--- config.mk ---
export PLATFORM = sky130hd
export DESIGN_NAME = gpio_pad_ctrl
export DESIGN_NICKNAME = d
export VERILOG_FILES = /design/src/rtl/gpio_pkg.sv /design/src/rtl/gpio_debounce.sv /design/src/rtl/gpio_pad_ctrl.sv
export SDC_FILE = /design/constraint.sdc
export NUM_CORES = 1
export LEC_CHECK = 0
export ABC_AREA = 1
export BUFFER_PORTS_ARGS = -buffer_cell sky130_fd_sc_hd__buf_4
export CORE_MARGIN = 1.5
export CORE_UTILIZATION = 33
export CTS_BUF_LIST = sky130_fd_sc_hd__clkbuf_4 sky130_fd_sc_hd__clkbuf_8
export DETAILED_ROUTE_END_ITERATION = 16
export HOLD_SLACK_MARGIN = 0.12
export SETUP_SLACK_MARGIN = 0.4
export SLEW_MARGIN = 20
export SYNTH_ARGS = -nofsm -noshare
export SYNTH_HDL_FRONTEND = slang
export SYNTH_SLANG_ARGS = --single-unit
--- constraint.sdc ---
create_clock -name clk -period 2.47 [get_ports clk]
set_input_delay 0.1235 -clock clk [delete_from_list [all_inputs] [get_ports clk]]
set_output_delay 0.1235 -clock clk [all_outputs]
set_load 0.1 [all_outputs]
--- src/rtl/gpio_pkg.sv ---
// Shared sizing constants for the GPIO pad-side logic.
package gpio_pkg;
    localparam int GPIO_NPINS       = 16;
    localparam int GPIO_SYNC_STAGES = 2;
    localparam int GPIO_DEBOUNCE_W  = 8;
endpackage

--- src/rtl/gpio_debounce.sv ---
// One pin's input path: metastability chain, stability counter and filtered value.
// rise is combinational and marks the clock edge on which stable goes 0->1.
module gpio_debounce
    import gpio_pkg::*;
#(
    parameter int SYNC_STAGES = GPIO_SYNC_STAGES,
    parameter int DEBOUNCE_W  = GPIO_DEBOUNCE_W
) (
    input  logic                  clk,
    input  logic                  reset,
    input  logic                  pad_in,
    input  logic [DEBOUNCE_W-1:0] debounce_limit,
    output logic                  stable,
    output logic                  rise
);
    logic [SYNC_STAGES-1:0] sync_reg;
    logic [DEBOUNCE_W-1:0]  cnt_reg;
    logic [DEBOUNCE_W-1:0]  cnt_next;
    logic                   stable_reg;
    logic                   stable_next;
    logic                   sync_bit;
    logic                   qualify;

    assign sync_bit = sync_reg[SYNC_STAGES-1];

    // >= so that lowering the limit below an in-flight count accepts at once.
    always_comb begin
        cnt_next    = cnt_reg;
        stable_next = stable_reg;
        qualify     = 1'b0;
        if (sync_bit == stable_reg) begin
            cnt_next = '0;
        end else if (cnt_reg >= debounce_limit) begin
            stable_next = sync_bit;
            cnt_next    = '0;
            qualify     = 1'b1;
        end else begin
            cnt_next = cnt_reg + 1'b1;
        end
    end

    always_ff @(posedge clk) begin
        if (reset) begin
            sync_reg   <= '0;
            cnt_reg    <= '0;
            stable_reg <= 1'b0;
        end else begin
            sync_reg   <= {sync_reg[SYNC_STAGES-2:0], pad_in};
            cnt_reg    <= cnt_next;
            stable_reg <= stable_next;
        end
    end

    assign stable = stable_reg;
    assign rise   = qualify & sync_bit;
endmodule

--- src/rtl/gpio_pad_ctrl.sv ---
// GPIO pad stage: registered pad drive, per-pin debounced inputs,
// rising-edge pending flags and a single registered interrupt line.
module gpio_pad_ctrl
    import gpio_pkg::*;
#(
    parameter int NPINS       = GPIO_NPINS,
    parameter int SYNC_STAGES = GPIO_SYNC_STAGES,
    parameter int DEBOUNCE_W  = GPIO_DEBOUNCE_W
) (
    input  logic                  clk,
    input  logic                  reset,
    input  logic [NPINS-1:0]      rf_gpio_datareg,
    input  logic [NPINS-1:0]      rf_gpio_tristate,
    input  logic [NPINS-1:0]      rf_gpio_interrupt_mask,
    input  logic [DEBOUNCE_W-1:0] debounce_limit,
    input  logic [NPINS-1:0]      irq_clr,
    input  logic [NPINS-1:0]      pad_in,
    output logic [NPINS-1:0]      pad_out,
    output logic [NPINS-1:0]      pad_oe,
    output logic [NPINS-1:0]      ro_gpio_pinstate,
    output logic [NPINS-1:0]      irq_pending,
    output logic                  irq
);
    logic [NPINS-1:0] stable_w;
    logic [NPINS-1:0] rise_w;
    logic [NPINS-1:0] pad_out_reg;
    logic [NPINS-1:0] pad_oe_reg;
    logic [NPINS-1:0] pending_reg;
    logic [NPINS-1:0] pending_next;
    logic             irq_reg;

    genvar gi;
    generate
        for (gi = 0; gi < NPINS; gi++) begin : g_pin
            gpio_debounce #(
                .SYNC_STAGES(SYNC_STAGES),
                .DEBOUNCE_W (DEBOUNCE_W)
            ) u_debounce (
                .clk           (clk),
                .reset         (reset),
                .pad_in        (pad_in[gi]),
                .debounce_limit(debounce_limit),
                .stable        (stable_w[gi]),
                .rise          (rise_w[gi])
            );
        end
    endgenerate

    // Set is ORed in after the clear so a coincident new edge keeps the flag.
    always_comb begin
        pending_next = (pending_reg & ~irq_clr)
                     | (rise_w & rf_gpio_interrupt_mask & ~rf_gpio_tristate);
    end

    always_ff @(posedge clk) begin
        if (reset) begin
            pad_out_reg <= '0;
            pad_oe_reg  <= '0;
            pending_reg <= '0;
            irq_reg     <= 1'b0;
        end else begin
            pad_out_reg <= rf_gpio_datareg;
            pad_oe_reg  <= rf_gpio_tristate;
            pending_reg <= pending_next;
            irq_reg     <= |(pending_reg & rf_gpio_interrupt_mask);
        end
    end

    assign pad_out          = pad_out_reg;
    assign pad_oe           = pad_oe_reg;
    assign ro_gpio_pinstate = stable_w;
    assign irq_pending      = pending_reg;
    assign irq              = irq_reg;
endmodule

==> qor.yml <==
drive_gt1_share_pct: 19.2
cts_num_sinks: 225
holdCritPathClass: "input port to register"
place.gp.congestion: 0.784
seq_area_frac_synth_pct: 38.4
clockBufferDepth: 3
clock_latency_ns: 0.58
syn_inst: 1461
slowest_delay_ns: 0.58
cpLargestDelayFamily: "buffers and inverters"
critPathLaunchType: "register"
cp_max_fo: 4
critPathRequiredTime_ns: 2.92
ys_types: 30
yosysMostFrequentCell: "nor2_1"
status: "finished clean"
fin_crit_ns: 1.97
ys_warn_count: 0
core_area_sq_um: 34800
grt-ovfl-total: 0
num_rows: 68
post-place-ws_ns: 0.520
cts_made_buffers: 42
drc: 0
dp_cells: 2056
place_area_sq_um: 13400
instances_no_fill: 2229
area_delta_synth_final_pct: 31.1
synthTopCellsByArea: "dfxtp_1, ha_1, nor2_1"
p_leak_uw: 0.00734
avgSynthCellArea_sq_um: 8.03
initial_core_util_pct: 33.7
die_h_um: 192
worst-setup-path-type: "register to register"
largest_reg_flops: 128
finalSetupViolations: 0
grt_use_total_pct: 15.6
grt_pass1_wl_mm: 45.7
dr.pass1.iters: 4
viasPerCell: 4.38
grt_pass1_vias: 9531
synth_top_cell_by_area: "dfxtp_1"
worstPathArrival_ns: 2.42
nNetsFinal: 1977
post-route-period-util_pct: 79.9
vias: 9767
finalInstanceArea_sq_um: 15400
worst_slack_ns: 0.497
synthArstFlopShare_pct: 0
grt_setup_unrepaired: "yes"
skew_ns: 0.0385
syn_area_sq_um: 11700
ir_drop_mv: 0.357
cp_common_cell: "nand2_1"
critical-path-slowest-cell: "dlygate4sd3_1"
antenna_found_initial: 0
ys_ff_latch: 225
final_max_slew_viol_count: 0
cp-end-kind: "register"
yosysTopAreaCellShare_pct: 38.4
synth_common_cells: "nor2_1, nand2_1, inv_1"
cts_tree: "yes"
tightest_slew_ns: 0.632
pin_count: 155
port-buffer-count: 154
maxCapViolations: 0
n_antenna_cell: 0
dieArea_sq_um: 36700
synth-edff-count: 0
grt_max_degree: 52
cts_max_level: 2
utilization_pct: 44.2
fmaxAchievable_mhz: 507
dp_hpwl_mm: 20.0
clock_tree.root_cell: "clkbuf_8"
routed_wl_mm: 28.2
drt-initial-drc-count: 329
synth-main-ff-cell: "dfxtp_1"
ant_nets: 0
setup_tns_ns: 0
hold_viol_final: 0
critPathBufInv: 2
maxSlewHeadroom_pct: 57.8
powerDensity_nw_per_um2: 555
die_w_um: 192
syn-num-nets: 1695
cts.clk_slew.worst_paths_ns: 0.06
drt-wirelength-per-cell_um: 12.6
cp_cell_sequence: "inv_1, ha_1, nand2_1, nand3_1, nand2_1, nand2_1, nand2_2, nand2_1, nand2_1, a21oi_1, dlygate4sd3_1"
final timing paths:
| kind | endpoint | cells past startpoint | from | slack (ns) |
|---|---|---|---|---|
| hold / removal | irq_pending[11] | 5 | rf_gpio_interrupt_mask[11] | 0.11 |
| setup reg to reg | irq_pending[14] | 11 | g_pin[14].u_debounce.cnt_reg[0] | 0.50 |
| hold reg to reg | g_pin[15].u_debounce.sync_reg[1] | 2 | g_pin[15].u_debounce.sync_reg[0] | 0.39 |
| setup / recovery | irq_pending[14] | 11 | g_pin[14].u_debounce.cnt_reg[0] | 0.50 |
layer usage:
layer	up-vias	part of all wire (%)	GRT usage [%]	wire length, um
met3	50	4.3	3.01	1220
met5	-	0	0	0
met4	0	2.5	5.32	699
met1	4398	47	19.4	13100
met2	162	47	26.8	13100
li1	5157	-	-	-
tightest hold or removal path, stage by stage:
cell	delay [ns]
buf_4	0.11
inv_1	0.14
nor3_1	0.09
nand2_2	0.10
a21oi_1	0.06
layout by cell type (no fill, tap or decap), drive strengths merged:
cell type    instances
nand2              237
dfxtp              225
clkinv               4
nor3b                2
nand3b               4
ha                 144
clkbuf              69
o21a                15
nor2               266
dlygate4sd3         91
o22ai                5
nand4               37
nand3               73
nor4                 8
or2                 11
xor2                66
a22o                 3
xnor2               43
a21o                 1
inv                234
a21oi               55
nor3                 5
buf                176
where the power goes:
group | leakage [uW] | internal, uW | switching [uW]
clock | 0.000498 | 2290 | 1620
sequential | 0.00184 | 3690 | 30.8
combinational | 0.00500 | 345 | 556
kinds of logic (layout without fill, tap and decap cells):
kind of cell,count (synthesis),after routing,share of synthesized area [%]
AO/OA/AOI/OAI,79,79,3.89
XOR/XNOR,109,109,8.14
adder cells (fa/ha/maj),144,144,15.4
buffers and inverters,261,574,9.10
flip-flops,225,225,38.4
AND/OR/NAND/NOR,643,643,25.1
cell type report:
type | count | area [sq um]
inverters | 232 | 871
fillers | 3418 | 19400
clock buffers | 69 | 893
flip-flops and latches | 225 | 4530
clock inverters | 6 | 37.5
well taps | 455 | 569
repair buffers | 267 | 2240
multi-input cells | 975 | 6230
what timing repair did:
| item | 4_1_cts | 5_1_grt |
|---|---|---|
| hold buffers | 93 | 0 |
| endpoints found under the hold margin | 73 | 0 |
| buffers inserted | 0 | 7 |
| setup endpoints to repair | 0 | 16 |
| resized for setup | 0 | 47 |
through the flow:
stage / hold slack, ns / total power, uW
after floorplan: 0.230 / 4310
after global placement: 0.322 / 4590
after detailed placement: 0.331 / 4610
after CTS: 0.122 / 8680
after global routing: 0.122 / 8950
final: 0.106 / 8530
No activity file was read; power rests on OpenSTA's default activity.
